<file path="src/rtl/bootstrap_loader_if.sv">
// Bus bundle between the board-level byte source and bootstrap_loader.
// Carries the valid/ready byte stream plus the microcode store bootstrap
// write port and the boot status outputs.
//   master : byte source side (drives in_data/in_valid, observes the rest)
//   slave  : loader side (consumes the stream, drives store port and status)
interface bootstrap_loader_if #(
  parameter int unsigned ADDR_WIDTH = 12
);
  logic [7:0]            in_data;
  logic                  in_valid;
  logic                  in_ready;
  logic [ADDR_WIDTH-1:0] bootstrap_addr;
  logic [7:0]            bootstrap_data;
  logic                  bootstrap_n_we;
  logic                  n_booted;
  logic                  core_n_rst;
  logic                  boot_err;

  modport master (
    output in_data, in_valid,
    input  in_ready, bootstrap_addr, bootstrap_data, bootstrap_n_we,
           n_booted, core_n_rst, boot_err
  );

  modport slave (
    input  in_data, in_valid,
    output in_ready, bootstrap_addr, bootstrap_data, bootstrap_n_we,
           n_booted, core_n_rst, boot_err
  );
endinterface

</file>
<file path="src/rtl/bootstrap_loader.sv">
// Power-on microcode loader: accepts LENGTH payload bytes from a valid/ready
// stream, writes each to the store bootstrap port with a SETUP/WRITE/HOLD
// strobe sequence, then checks a trailing mod-256 checksum byte.
// On success drops n_booted, then releases core_n_rst one cycle later.
// On mismatch enters a sticky error state.
// Ports: clk, rst (async, active-high), bus (slave modport of
// bootstrap_loader_if). All bus outputs are registered except in_ready,
// which decodes the state.
module bootstrap_loader #(
  parameter int unsigned ADDR_WIDTH = 12,
  parameter int unsigned LENGTH     = 4096,
  parameter int unsigned WE_LOW     = 1
) (
  input  logic               clk,
  input  logic               rst,
  bootstrap_loader_if.slave  bus
);

  localparam int unsigned           CNT_W     = (WE_LOW > 1) ? $clog2(WE_LOW) : 1;
  localparam logic [ADDR_WIDTH-1:0] LAST_ADDR = ADDR_WIDTH'(LENGTH - 1);
  localparam logic [CNT_W-1:0]      CNT_LAST  = CNT_W'(WE_LOW - 1);

  typedef enum logic [2:0] {
    WAIT_BYTE,
    SETUP,
    WRITE,
    HOLD,
    WAIT_SUM,
    DONE,
    ERROR
  } state_t;

  state_t                state, state_next;
  logic [ADDR_WIDTH-1:0] addr, addr_next;
  logic [7:0]            sum, sum_next;
  logic [7:0]            data, data_next;
  logic [CNT_W-1:0]      cnt, cnt_next;
  logic                  n_we, n_we_next;
  logic                  n_booted, n_booted_next;
  logic                  core_n_rst, core_n_rst_next;
  logic                  boot_err, boot_err_next;
  logic [7:0]            sum_chk;

  // State and registered outputs
  always_ff @(posedge clk or posedge rst) begin
    if (rst) begin
      state      <= WAIT_BYTE;
      addr       <= '0;
      sum        <= '0;
      data       <= '0;
      cnt        <= '0;
      n_we       <= 1'b1;
      n_booted   <= 1'b1;
      core_n_rst <= 1'b0;
      boot_err   <= 1'b0;
    end else begin
      state      <= state_next;
      addr       <= addr_next;
      sum        <= sum_next;
      data       <= data_next;
      cnt        <= cnt_next;
      n_we       <= n_we_next;
      n_booted   <= n_booted_next;
      core_n_rst <= core_n_rst_next;
      boot_err   <= boot_err_next;
    end
  end

  assign sum_chk = sum + bus.in_data;

  // Next state, datapath and next output values
  always_comb begin
    state_next = state;
    addr_next  = addr;
    sum_next   = sum;
    data_next  = data;
    cnt_next   = cnt;

    case (state)
      WAIT_BYTE: begin
        if (bus.in_valid) begin
          data_next  = bus.in_data;
          sum_next   = sum_chk;
          state_next = SETUP;
        end
      end
      SETUP: begin
        cnt_next   = '0;
        state_next = WRITE;
      end
      WRITE: begin
        if (cnt == CNT_LAST) begin
          state_next = HOLD;
        end else begin
          cnt_next = cnt + CNT_W'(1);
        end
      end
      HOLD: begin
        // Last address is terminal, so the address never wraps
        if (addr == LAST_ADDR) begin
          state_next = WAIT_SUM;
        end else begin
          addr_next  = addr + ADDR_WIDTH'(1);
          state_next = WAIT_BYTE;
        end
      end
      WAIT_SUM: begin
        if (bus.in_valid) begin
          state_next = (sum_chk == 8'h00) ? DONE : ERROR;
        end
      end
      DONE:    state_next = DONE;
      ERROR:   state_next = ERROR;
      default: state_next = ERROR;
    endcase

    // Outputs are decoded from the upcoming state so the flops align with it
    n_we_next       = (state_next != WRITE);
    n_booted_next   = (state_next != DONE);
    core_n_rst_next = (state == DONE);
    boot_err_next   = (state_next == ERROR);
  end

  assign bus.in_ready       = !rst && ((state == WAIT_BYTE) || (state == WAIT_SUM));
  assign bus.bootstrap_addr = addr;
  assign bus.bootstrap_data = data;
  assign bus.bootstrap_n_we = n_we;
  assign bus.n_booted       = n_booted;
  assign bus.core_n_rst     = core_n_rst;
  assign bus.boot_err       = boot_err;

endmodule

</file>
<file path="src/flat_wrapper.sv">
// flat-port wrapper written by rule: the top's interface ports become plain ports
module bootstrap_loader_flat 
#(
  parameter int unsigned ADDR_WIDTH = 12,
  parameter int unsigned LENGTH     = 4096,
  parameter int unsigned WE_LOW     = 1
)
  (clk, rst, bus_in_data, bus_in_valid, bus_in_ready, bus_bootstrap_addr, bus_bootstrap_data, bus_bootstrap_n_we, bus_n_booted, bus_core_n_rst, bus_boot_err);
  bootstrap_loader_if #(.ADDR_WIDTH(ADDR_WIDTH)) bus_i ();
  input  logic clk;
  input  logic rst;
  input wire logic [$bits(bus_i.in_data)-1:0] bus_in_data;
  input wire logic [$bits(bus_i.in_valid)-1:0] bus_in_valid;
  output wire logic [$bits(bus_i.in_ready)-1:0] bus_in_ready;
  output wire logic [$bits(bus_i.bootstrap_addr)-1:0] bus_bootstrap_addr;
  output wire logic [$bits(bus_i.bootstrap_data)-1:0] bus_bootstrap_data;
  output wire logic [$bits(bus_i.bootstrap_n_we)-1:0] bus_bootstrap_n_we;
  output wire logic [$bits(bus_i.n_booted)-1:0] bus_n_booted;
  output wire logic [$bits(bus_i.core_n_rst)-1:0] bus_core_n_rst;
  output wire logic [$bits(bus_i.boot_err)-1:0] bus_boot_err;
  assign bus_i.in_data = bus_in_data;
  assign bus_i.in_valid = bus_in_valid;
  assign bus_in_ready = bus_i.in_ready;
  assign bus_bootstrap_addr = bus_i.bootstrap_addr;
  assign bus_bootstrap_data = bus_i.bootstrap_data;
  assign bus_bootstrap_n_we = bus_i.bootstrap_n_we;
  assign bus_n_booted = bus_i.n_booted;
  assign bus_core_n_rst = bus_i.core_n_rst;
  assign bus_boot_err = bus_i.boot_err;
  bootstrap_loader #(.ADDR_WIDTH(ADDR_WIDTH), .LENGTH(LENGTH), .WE_LOW(WE_LOW)) u_core (.clk(clk), .rst(rst), .bus(bus_i));
endmodule
</file>
<file path="config.mk">
export PLATFORM = sky130hd
export DESIGN_NAME = bootstrap_loader_flat
export DESIGN_NICKNAME = d
export VERILOG_FILES = /design/src/rtl/bootstrap_loader_if.sv /design/src/rtl/bootstrap_loader.sv /design/src/flat_wrapper.sv
export SDC_FILE = /design/constraint.sdc
export NUM_CORES = 1
export LEC_CHECK = 0
export CORE_ASPECT_RATIO = 0.75
export CORE_MARGIN = 2
export CORE_UTILIZATION = 40
export CTS_BUF_LIST = sky130_fd_sc_hd__clkbuf_2
export DETAILED_ROUTE_END_ITERATION = 12
export DONT_BUFFER_PORTS = 1
export PLACE_DENSITY_LB_ADDON = 0.3
export SYNTH_ARGS = -nofsm -noshare
export SYNTH_HDL_FRONTEND = slang
export SYNTH_SLANG_ARGS = --single-unit
</file>
<file path="constraint.sdc">
create_clock -name clk -period 3.69 [get_ports clk]
set_input_delay 0.9225 -clock clk [delete_from_list [all_inputs] [get_ports clk]]
set_output_delay 0.9225 -clock clk [all_outputs]
set_load 0.005 [all_outputs]
</file>
==> out/results.txt <==
Entering global routing, the biggest net connects 36 pins. The number of setup violations in the final report was 0; the highest achievable clock rate was 416 MHz. The tools report the worst path arrival time as 2.70 ns. Detailed placement finished with a half-perimeter wire length of 2460 um. The congestion estimate from routability-driven global placement came to 0.890.

Once the clock tree was built, the setup fixing pass inserted 0 buffers. The hold buffer count at CTS was 0. The first global-routing pass estimated 5690 um of wire. In the final design database the tool counted 199 nets. For the global-route usage over all layers, the log shows 15.6%. The logs give 1,225 for the via count of the routed design and 36 for the number of placed I/O pins.

Counting every sink on the clock net gives 35. The tools report the critical path endpoint category as a flip-flop. The synthesized netlist occupies a cell area of 0.00176 mm^2. The class of the worst hold path was primary input to asynchronous set/reset pin. Setup repair after global routing left no endpoint under its margin. The logs give 0.00415 mm^2 for the placeable core region and 1410 uW for the total power. The initial antenna violation count was 0.

The horizontal die dimension came out at 80.7 um. The critical register-to-register path startpoint was u_core.sum[0]. In this run, synthesis inferred 0 flip-flops with an integrated enable.

The number of port buffers was 0; the aggregate routed wire length was 3460 um. Of all nets on the critical path, the largest fanout is 3. The analysis attributes to net switching a power of 599 uW. The H-tree generated during clock tree synthesis spans 2 levels. The fraction of layout cells with a size suffix above 1 was 11.1%. The dominant register cell in the synthesized netlist is sky130_fd_sc_hd__dfrtp_1. The repair_antennas step left the layout with diodes totalling 0.

STA puts the critical path data required time at 3.99 ns. Excluding fillers, the count of instances in the completed layout stands at 235. The die is 61.5 um tall. For this run the aggregate overflow at the end of global routing stands at 0.

The top-area cell type share of the netlist area works out to 46.8%. The worst clock skew came out at 0.0121 ns. In this run the tightest slew margin relative to its limit is 53.9%.

Number of filler instances in the final layout: 423. TritonCTS created 5 clock buffers. The floorplan step defined a die boundary enclosing 0.00496 mm^2. The largest total area in the synthesized netlist belongs to sky130_fd_sc_hd__dfrtp_1. The worst path needs 2.40 ns of the cycle, external delays included. The run gives 227 as the placed instance count.

The cell at the root of the clock tree was sky130_fd_sc_hd__clkbuf_2. The post-route fraction of the period consumed by the critical path works out to 65.1%. The reported max-cap violation count is 0, and the clock latency at the later pin of the worst-skew pair is 0.39 ns. The iteration count of the initial detailed-routing pass is 4, and the post-synthesis sequential element count is 35. For the number of remaining DRC errors, the log shows 0. The flow ran to the end, and the final reports show no timing, DRC or antenna violations.

In the post-synthesis netlist, the biggest area contributors are sky130_fd_sc_hd__dfrtp_1, sky130_fd_sc_hd__nand2_1, sky130_fd_sc_hd__xnor2_1. STA classifies the critical path startpoint as a primary input. Sequential cells were found to cover 49.8% of the synthesized design area. Gates resized during post-CTS repair numbered 0.

For the starting utilization of the core area, the log shows 42.5%. Net switching is 42.6% of the power. For this run, asynchronously set or reset flops after synthesis account for 100%. Count of endpoints failing hold in the final timing report: 0. TritonCTS built the clock tree. The analysis attributes to cell leakage a power of 0.000896 uW. Counting distinct cell types in the post-synthesis netlist gives 41.

When the netlist entered floorplanning its net count stood at 194. The count of cells along the worst register-to-register path came out at 8. The standard-cell row count is 20, and the instance count of the mapped netlist is 174.

The DRC marker count from the first detailed-route iteration was 101; the clock slew at the register clock pins of the worst setup and hold paths was 0.19 ns. The area growth from synthesis to layout is 5.67%. The worst-margin pin slew is 0.691 ns, and the clock network fraction of total power is 12.7%. The number of global-route vias before repair was 1,253; the internal power summed over all cells was 808 uW. In the final timing run, aggregate negative setup slack is 0 ns.

The logs give 0 for the number of pins exceeding their max-slew limit in the final report and 0 for the post-detailed-route count of antenna-violating nets. After detailed routing, the average wire length per cell comes to 14.7 um. In this run the critical register-to-register path is captured at u_core.state[0]. In this run, the combinational gates consume 41.5% of the power.

The sequential share of power is 45.9%. The kind of critical path was primary input to flip-flop. Yosys printed 0 warnings.

Dividing the synthesized area by the synthesized cell count gives 10.1 um^2. Across the VDD grid, the largest voltage drop is 0.223 mV. The longest clock path from root to sink contains 2 buffers.

Across all register-to-register paths, the minimum setup slack is 1.42 ns. The number of vias per cell is 5.21. The power density of the placed cells works out to 754 mW/mm^2.
[how the worst max path moves through the flow]
stage	from	end	slack, ns	cells after the start
3_3_place_gp	bus_in_data[0]	u_core.state[0]	0.93	8
5_1_grt	bus_in_data[0]	u_core.state[0]	1.19	8
6_report	bus_in_data[0]	u_core.state[0]	1.29	8
4_1_cts	bus_in_data[0]	u_core.state[0]	1.31	8
2_1_floorplan	bus_in_data[0]	u_core.state[0]	1.01	8
3_5_place_dp	bus_in_data[0]	u_core.state[0]	0.88	8
[stage by stage]
stage / hold slack, ns / setup slack [ns] / cell area (um^2) / util, %
floorplan: 0.450 / 1.01 / 1760 / -
global placement: 0.465 / 0.931 / 1820 / 43.9
detailed placement: 0.471 / 0.877 / 1820 / 43.9
CTS: 0.495 / 1.31 / 1860 / 44.9
global route: 0.499 / 1.19 / 1860 / 44.9
finish: 0.483 / 1.29 / 1860 / 44.9
[synth_stat cells (all sizes together) (2+ instances only)]
cell,instances
clkbuf,2
and3,4
xnor2,14
nand4,3
ha,8
xor2,4
and2,2
nand2,43
o21ai,7
inv,8
nor3,5
nor2,6
a21oi,4
dfstp,2
buf,2
and4,4
nand3,3
a41o,2
dfrtp,33
[per-layer routing]
| metal | routed length, um | vias to the layer above | GRT usage [%] |
|---|---|---|---|
| met5 | 0 | - | 0 |
| met1 | 1660 | 576 | 20.3 |
| met2 | 1440 | 38 | 22.9 |
| li1 | - | 604 | - |
| met4 | 68 | 0 | 8.23 |
| met3 | 293 | 7 | 6.16 |
[layout by cell type (no fill, tap or decap), types with 5 or more instances in the layout]
cell type	n
sky130_fd_sc_hd__clkbuf_2	5
sky130_fd_sc_hd__dfrtp_1	33
sky130_fd_sc_hd__ha_1	8
sky130_fd_sc_hd__inv_1	8
sky130_fd_sc_hd__nand2_1	42
sky130_fd_sc_hd__nor2_1	6
sky130_fd_sc_hd__nor3_1	5
sky130_fd_sc_hd__o21ai_1	7
sky130_fd_sc_hd__xnor2_1	14
[state kept, by name (all words and copies together), names as in the netlist]
| signal | cells |
|---|---|
| u_core.bus.bootstrap_addr | 12 |
| u_core.bus.core_n_rst | 1 |
| u_core.bus.boot_err | 1 |
| u_core.state | 3 |
| u_core.bus.n_booted | 1 |
| u_core.sum | 8 |
| u_core.bus.bootstrap_data | 8 |
| u_core.bus.bootstrap_n_we | 1 |
[layout make-up]
type                            instances  area (um^2)  share of cell area, %
Sequential cell                        35          878                   47.1
Timing Repair Buffer                    2         15.0                  0.805
Clock buffer                            5         25.0                   1.34
Tap cell                               55         68.8                   3.69
Clock inverter                          3         15.0                  0.805
Inverter                                8         30.0                   1.61
Multi-Input combinational cell        127          832                   44.6
[power by group through the flow]
stage                     Clock (uW)  Combinational (uW)  Sequential (uW)
after global routing             198                 666              665
after CTS                        184                 585              647
after floorplan                    0                 488              613
after detailed placement           0                 580              656
after global placement             0                 557              648
final                            178                 583              645
[worst max-delay path, stage by stage]
cell and delay (ns):
sky130_fd_sc_hd__ha_1 0.17, sky130_fd_sc_hd__inv_1 0.06, sky130_fd_sc_hd__fa_1 0.40, sky130_fd_sc_hd__nor2b_1 0.16
sky130_fd_sc_hd__o221ai_1 0.16, sky130_fd_sc_hd__o311a_1 0.34, sky130_fd_sc_hd__and4_1 0.24, sky130_fd_sc_hd__o31a_1 0.24
[logic make-up (layout without fill, tap and decap cells)]
family | after synthesis | count (layout) | synth area share [%]
buffers and inverters | 12 | 18 | 3.05
AND/OR/NAND/NOR | 76 | 76 | 20.9
XOR/XNOR | 18 | 18 | 8.94
multiplexers | 1 | 1 | 0.638
adder cells (fa/ha/maj) | 9 | 9 | 6.81
flip-flops | 35 | 35 | 49.8
AO/OA/AOI/OAI | 23 | 23 | 9.93
(Power assumes the default switching activity.)
==> patch 1, RTL diff (same flow settings) <==
Make the reset (`rst`) synchronous in one clocked block. Comments in the files are not updated.
--- a/src/rtl/bootstrap_loader.sv
+++ b/src/rtl/bootstrap_loader.sv
@@ -42,7 +42,7 @@
   logic [7:0]            sum_chk;
 
   // State and registered outputs
-  always_ff @(posedge clk or posedge rst) begin
+  always_ff @(posedge clk) begin
     if (rst) begin
       state      <= WAIT_BYTE;
       addr       <= '0;
Behaviour: differs if rst is asserted again (counterexample within 4 cycles, from zero or initial values and one cycle with rst high); with rst held inactive, the same outputs for 10 cycles.
==> patch 1 against the original RTL <==
Synthesized cell count rose by 17%. Clock skew grew 15 ps. Final cell count increased by 9.4%. Sequential share of layout area decreased by 8.8 points. Synthesized area is 0.14% lower. Worst setup slack got worse by 150 ps. Design area fell by 1.9%. Global-route usage is 0.44 points higher. Register-to-register slack worse by 130 ps. Wire length increased by 4.3%. Sequential cell count unchanged. Count of clock-buffer cells in the layout unchanged. Highest routed layer unchanged.
Power is not compared: it rests on default switching activity, and its combinational part moved more than twofold at a synthesized area within 25%.
==> patch 1: results <==
group,metric,value,unit
clock_network,cts_resized,0,
global_route,grt_util_met1,0.230,
route,wire_per_inst,14.0,um
cells_and_area,nFillCells,435,
yosys,synth.top_cells.by_count,"35 x dfxtp_1, 34 x nand2_1, 24 x nor2_1",
worst_setup_path,required,3970,ps
worst_setup_path,slowest_delay,400,ps
global_route,grt_max_degree,34,
yosys,yosys-top-cells-area,"dfxtp_1 40%, nand2_1 7.2%, xor2_1 7.0%",
yosys,synth.net_count,223,
sta,finalClockSkew,27.4,ps
place,placed_cell_area,1790,um^2
outcome,outcome,"completed",
min_path,hp-class,"reg -> reg",
route,routed-via-count,1333,
route,dr.pass1.iters,4,
yosys,ys_async_sr_fraction,0,
yosys,synth-warning-count,0,
worst_setup_path,cpMaxStageDelayCell,"fa_1",
clock_network,root_buffer,"clkbuf_2",
worst_setup_path,start_kind,"input pin",
place,dpl.hpwl,2620,um
clock_network,hold_buffers,0,
power,ir_worst_vdd,0.000158,V
global_route,antenna_found_initial,0,
clock_network,cts_max_level,2,
global_route,grt_pass1_wl,5970,um
cells_and_area,drive_gt1_frac,0.0941,
clock_network,clk_path_buf_depth,2,
yosys,yosysUniqueCellTypes,45,
route,vias_per_cell,5.19,
clock_network,cts_inserted_buffers,5,
sta,relSlewSlack,0.545,
clock_network,clk_latency,380,ps
place,dpl.cell_count,249,
worst_setup_path,path_delay_family,"adder cells",
global_route,globalRouteMet2Util,0.215,
worst_setup_path,critPathMaxFanout,2,
route,initialDrtViolationCount,62,
power,p_leak,0.664,nW
cells_and_area,antenna_cells,0,
global_route,track_usage,0.161,
yosys,yosysSeqAreaShare,0.398,
place,place_congestion,0.827,
cells_and_area,largest_reg_flops,12,
yosys,syn_avg_cell_area,8.68,um^2
clock_network,postCtsSetupRepairBufs,0,
global_route,grt_use_met3,0.0704,
[patch 1: cell types whose count changed after synthesis, sizes merged, moves of 9 or more]
cell   delta
a21oi    +20
dfrtp    -33
dfxtp    +35
nand2     -9
nor2     +18
xnor2    -11
xor2     +10
[patch 1: metrics by stage]
| step | power [mW] | setup slack, ps |
|---|---|---|
| final | 0.759 | 1130 |
| after global routing | 0.816 | 1090 |
| after CTS | 0.769 | 1170 |
| after floorplan | 0.565 | 920 |
| after global placement | 0.587 | 836 |
| after detailed placement | 0.591 | 791 |
[patch 1: final timing paths]
check,startpoint,to,slack (ps),depth (start not counted)
min,u_core.sum[5]$_SDFFE_PP0P_,u_core.sum[5]$_SDFFE_PP0P_,470,2
max reg2reg,u_core.sum[0]$_SDFFE_PP0P_,u_core.state[0]$_SDFF_PP0_,1290,9
min reg2reg,u_core.sum[5]$_SDFFE_PP0P_,u_core.sum[5]$_SDFFE_PP0P_,470,2
max,bus_in_data[0],u_core.state[0]$_SDFF_PP0_,1130,9
[patch 1: cell families (layout without fill, tap and decap cells)]
| family | count (synthesis) | after routing | synth area share |
|---|---|---|---|
| XOR/XNOR | 17 | 17 | 0.0845 |
| buffers and inverters | 14 | 13 | 0.0341 |
| multiplexers | 2 | 2 | 0.0121 |
| AO/OA/AOI/OAI | 44 | 44 | 0.176 |
| flip-flops | 35 | 35 | 0.398 |
| adder cells (fa/ha/maj) | 9 | 9 | 0.0682 |
| AND/OR/NAND/NOR | 82 | 82 | 0.227 |
[patch 1: worst min-delay path, cell delays in order, from the launching register on]
cell and delay (ps):
dfxtp_1 350, nand2_1 50, a21oi_1 50
[patch 1: cell type report]
| class | count | area [um^2] | share of cell area |
|---|---|---|---|
| inverters | 5 | 18.8 | 0.0103 |
| clock inverters | 3 | 15.0 | 0.00821 |
| well taps | 55 | 68.8 | 0.0376 |
| clock buffers | 5 | 25.0 | 0.0137 |
| flip-flops and latches | 35 | 701 | 0.383 |
| multi-input cells | 154 | 1000 | 0.547 |
[patch 1: power breakdown]
part	leakage [nW]	switching, mW	internal [mW]
Sequential	0.285	0.0172	0.400
Combinational	0.347	0.102	0.0645
Clock	0.0325	0.132	0.0436
Total	0.664	0.251	0.508
[patch 1: metal layers]
metal	wire length (um)	share of wire	vias to the layer above
li1	-	-	693
met1	1920	0.53	607
met2	1440	0.40	28
met3	218	0.060	5
met4	25	0.0069	0
met5	0	0	-
==> patch 2, RTL diff (config.mk and constraints unchanged) <==
Without the edit above. `ADDR_WIDTH` is set to 12 in 3 places; all go to 11.
--- a/src/rtl/bootstrap_loader_if.sv
+++ b/src/rtl/bootstrap_loader_if.sv
@@ -4,7 +4,7 @@
 //   master : byte source side (drives in_data/in_valid, observes the rest)
 //   slave  : loader side (consumes the stream, drives store port and status)
 interface bootstrap_loader_if #(
-  parameter int unsigned ADDR_WIDTH = 12
+  parameter int unsigned ADDR_WIDTH = 11
 );
   logic [7:0]            in_data;
   logic                  in_valid;
--- a/src/rtl/bootstrap_loader.sv
+++ b/src/rtl/bootstrap_loader.sv
@@ -7,7 +7,7 @@
 // bootstrap_loader_if). All bus outputs are registered except in_ready,
 // which decodes the state.
 module bootstrap_loader #(
-  parameter int unsigned ADDR_WIDTH = 12,
+  parameter int unsigned ADDR_WIDTH = 11,
   parameter int unsigned LENGTH     = 4096,
   parameter int unsigned WE_LOW     = 1
 ) (
--- a/src/flat_wrapper.sv
+++ b/src/flat_wrapper.sv
@@ -1,7 +1,7 @@
 // flat-port wrapper written by rule: the top's interface ports become plain ports
 module bootstrap_loader_flat 
 #(
-  parameter int unsigned ADDR_WIDTH = 12,
+  parameter int unsigned ADDR_WIDTH = 11,
   parameter int unsigned LENGTH     = 4096,
   parameter int unsigned WE_LOW     = 1
 )
Interface: changed (resized bus_bootstrap_addr); port bits go from 36 to 35. No check against the original RTL was run, so the function may have changed too.
==> patch 2 against the original RTL <==
Wire length grew 7.9%. Critical path type unchanged. Synthesized area is 5.1% higher. Power is 7.6% higher. Fmax increased by 1.1%. Sequential cell count fell by 1. Worst setup slack gained 25 ps. Design area rose by 5.4%. Clock power fell by 3%. Global-route usage is 0.43 points higher. Sequential power hardly changed.
==> patch 2: results <==
group,metric,value,unit
worst_setup_path,rr_startpoint,"u_core.sum[0]$_DFFE_PP0P_",
power,ir_worst_vdd,0.000285,V
power,p_per_area,771,nW/um^2
outcome,outcome,"completed",
global_route,grt_util_met1,0.247,
global_route,grt_pass1_wl,6420,um
power,pg_comb,697,uW
yosys,yosys-top-cells-area,"dfrtp_1 43%, nand2_1 8.9%, ha_1 5.4%",
power,pwr-share-clk,0.114,
worst_setup_path,critPathMaxFanout,4,
min_path,whs_path_depth,1,
route,vias_per_cell,5.30,
global_route,antenna_found_initial,0,
place,dpl.cell_count,240,
clock_network,clk_latency,360,ps
global_route,grt_pass1_vias,1292,
sta,period_minus_slack,2380,ps
worst_setup_path,regToRegSetupSlack,1460,ps
power,sw_frac_of_total,0.431,
power,p_leak,0.887,nW
yosys,yosysUniqueCellTypes,45,
yosys,synth.top_cells.by_count,"44 x nand2_1, 32 x dfrtp_1, 11 x nor2_1",
yosys,syn_avg_cell_area,10.0,um^2
worst_setup_path,arrival,2660,ps
floorplan,coreArea,4470,um^2
sta,finalClockSkew,13.5,ps
global_route,grt_max_degree,35,
global_route,grt_use_met3,0.0520,
sta,worst_pin_slew,705,ps
place,placed_cell_area,1920,um^2
route,initialDrtViolationCount,52,
cells_and_area,nets,210,
route,routed_wl,3730,um
worst_setup_path,endpoint,"u_core.state[0]$_DFF_PP0_",
place,dpl.hpwl,2770,um
worst_setup_path,reg2reg_depth,7,
global_route,globalRouteMet2Util,0.217,
worst_setup_path,slowest_delay,430,ps
yosys,yosysSeqAreaShare,0.460,
min_path,hp-class,"reg -> reg",
cells_and_area,drive_gt1_frac,0.147,
cells_and_area,fin_cells,248,
cells_and_area,largest_reg_flops,11,
global_route,track_usage,0.161,
place,place_congestion,0.745,
-- patch 2: per-layer routing --
| metal | part of all wire | vias to the layer above | wire length [um] |
|---|---|---|---|
| li1 | - | 659 | - |
| met1 | 0.52 | 617 | 1940 |
| met2 | 0.42 | 35 | 1550 |
| met3 | 0.057 | 4 | 213 |
| met4 | 0.0048 | 0 | 18 |
| met5 | 0 | - | 0 |
-- patch 2: cell type report --
cell class | count | area [um^2]
fill | 437 | 2500
multi-input combinational | 145 | 976
sequential | 34 | 853
tap | 57 | 71.3
clock buffer | 5 | 25.0
clock inverter | 3 | 16.3
timing repair buffer | 2 | 15.0
inverter | 2 | 7.51
-- patch 2: kinds of logic (layout without fill, tap and decap cells) --
logic type	after synthesis	count (layout)	share of synthesized area
flip-flops	34	34	0.460
AO/OA/AOI/OAI	27	27	0.115
multiplexers	1	1	0.00607
AND/OR/NAND/NOR	96	96	0.276
XOR/XNOR	12	12	0.0648
adder cells (fa/ha/maj)	9	9	0.0648
buffers and inverters	6	12	0.0135
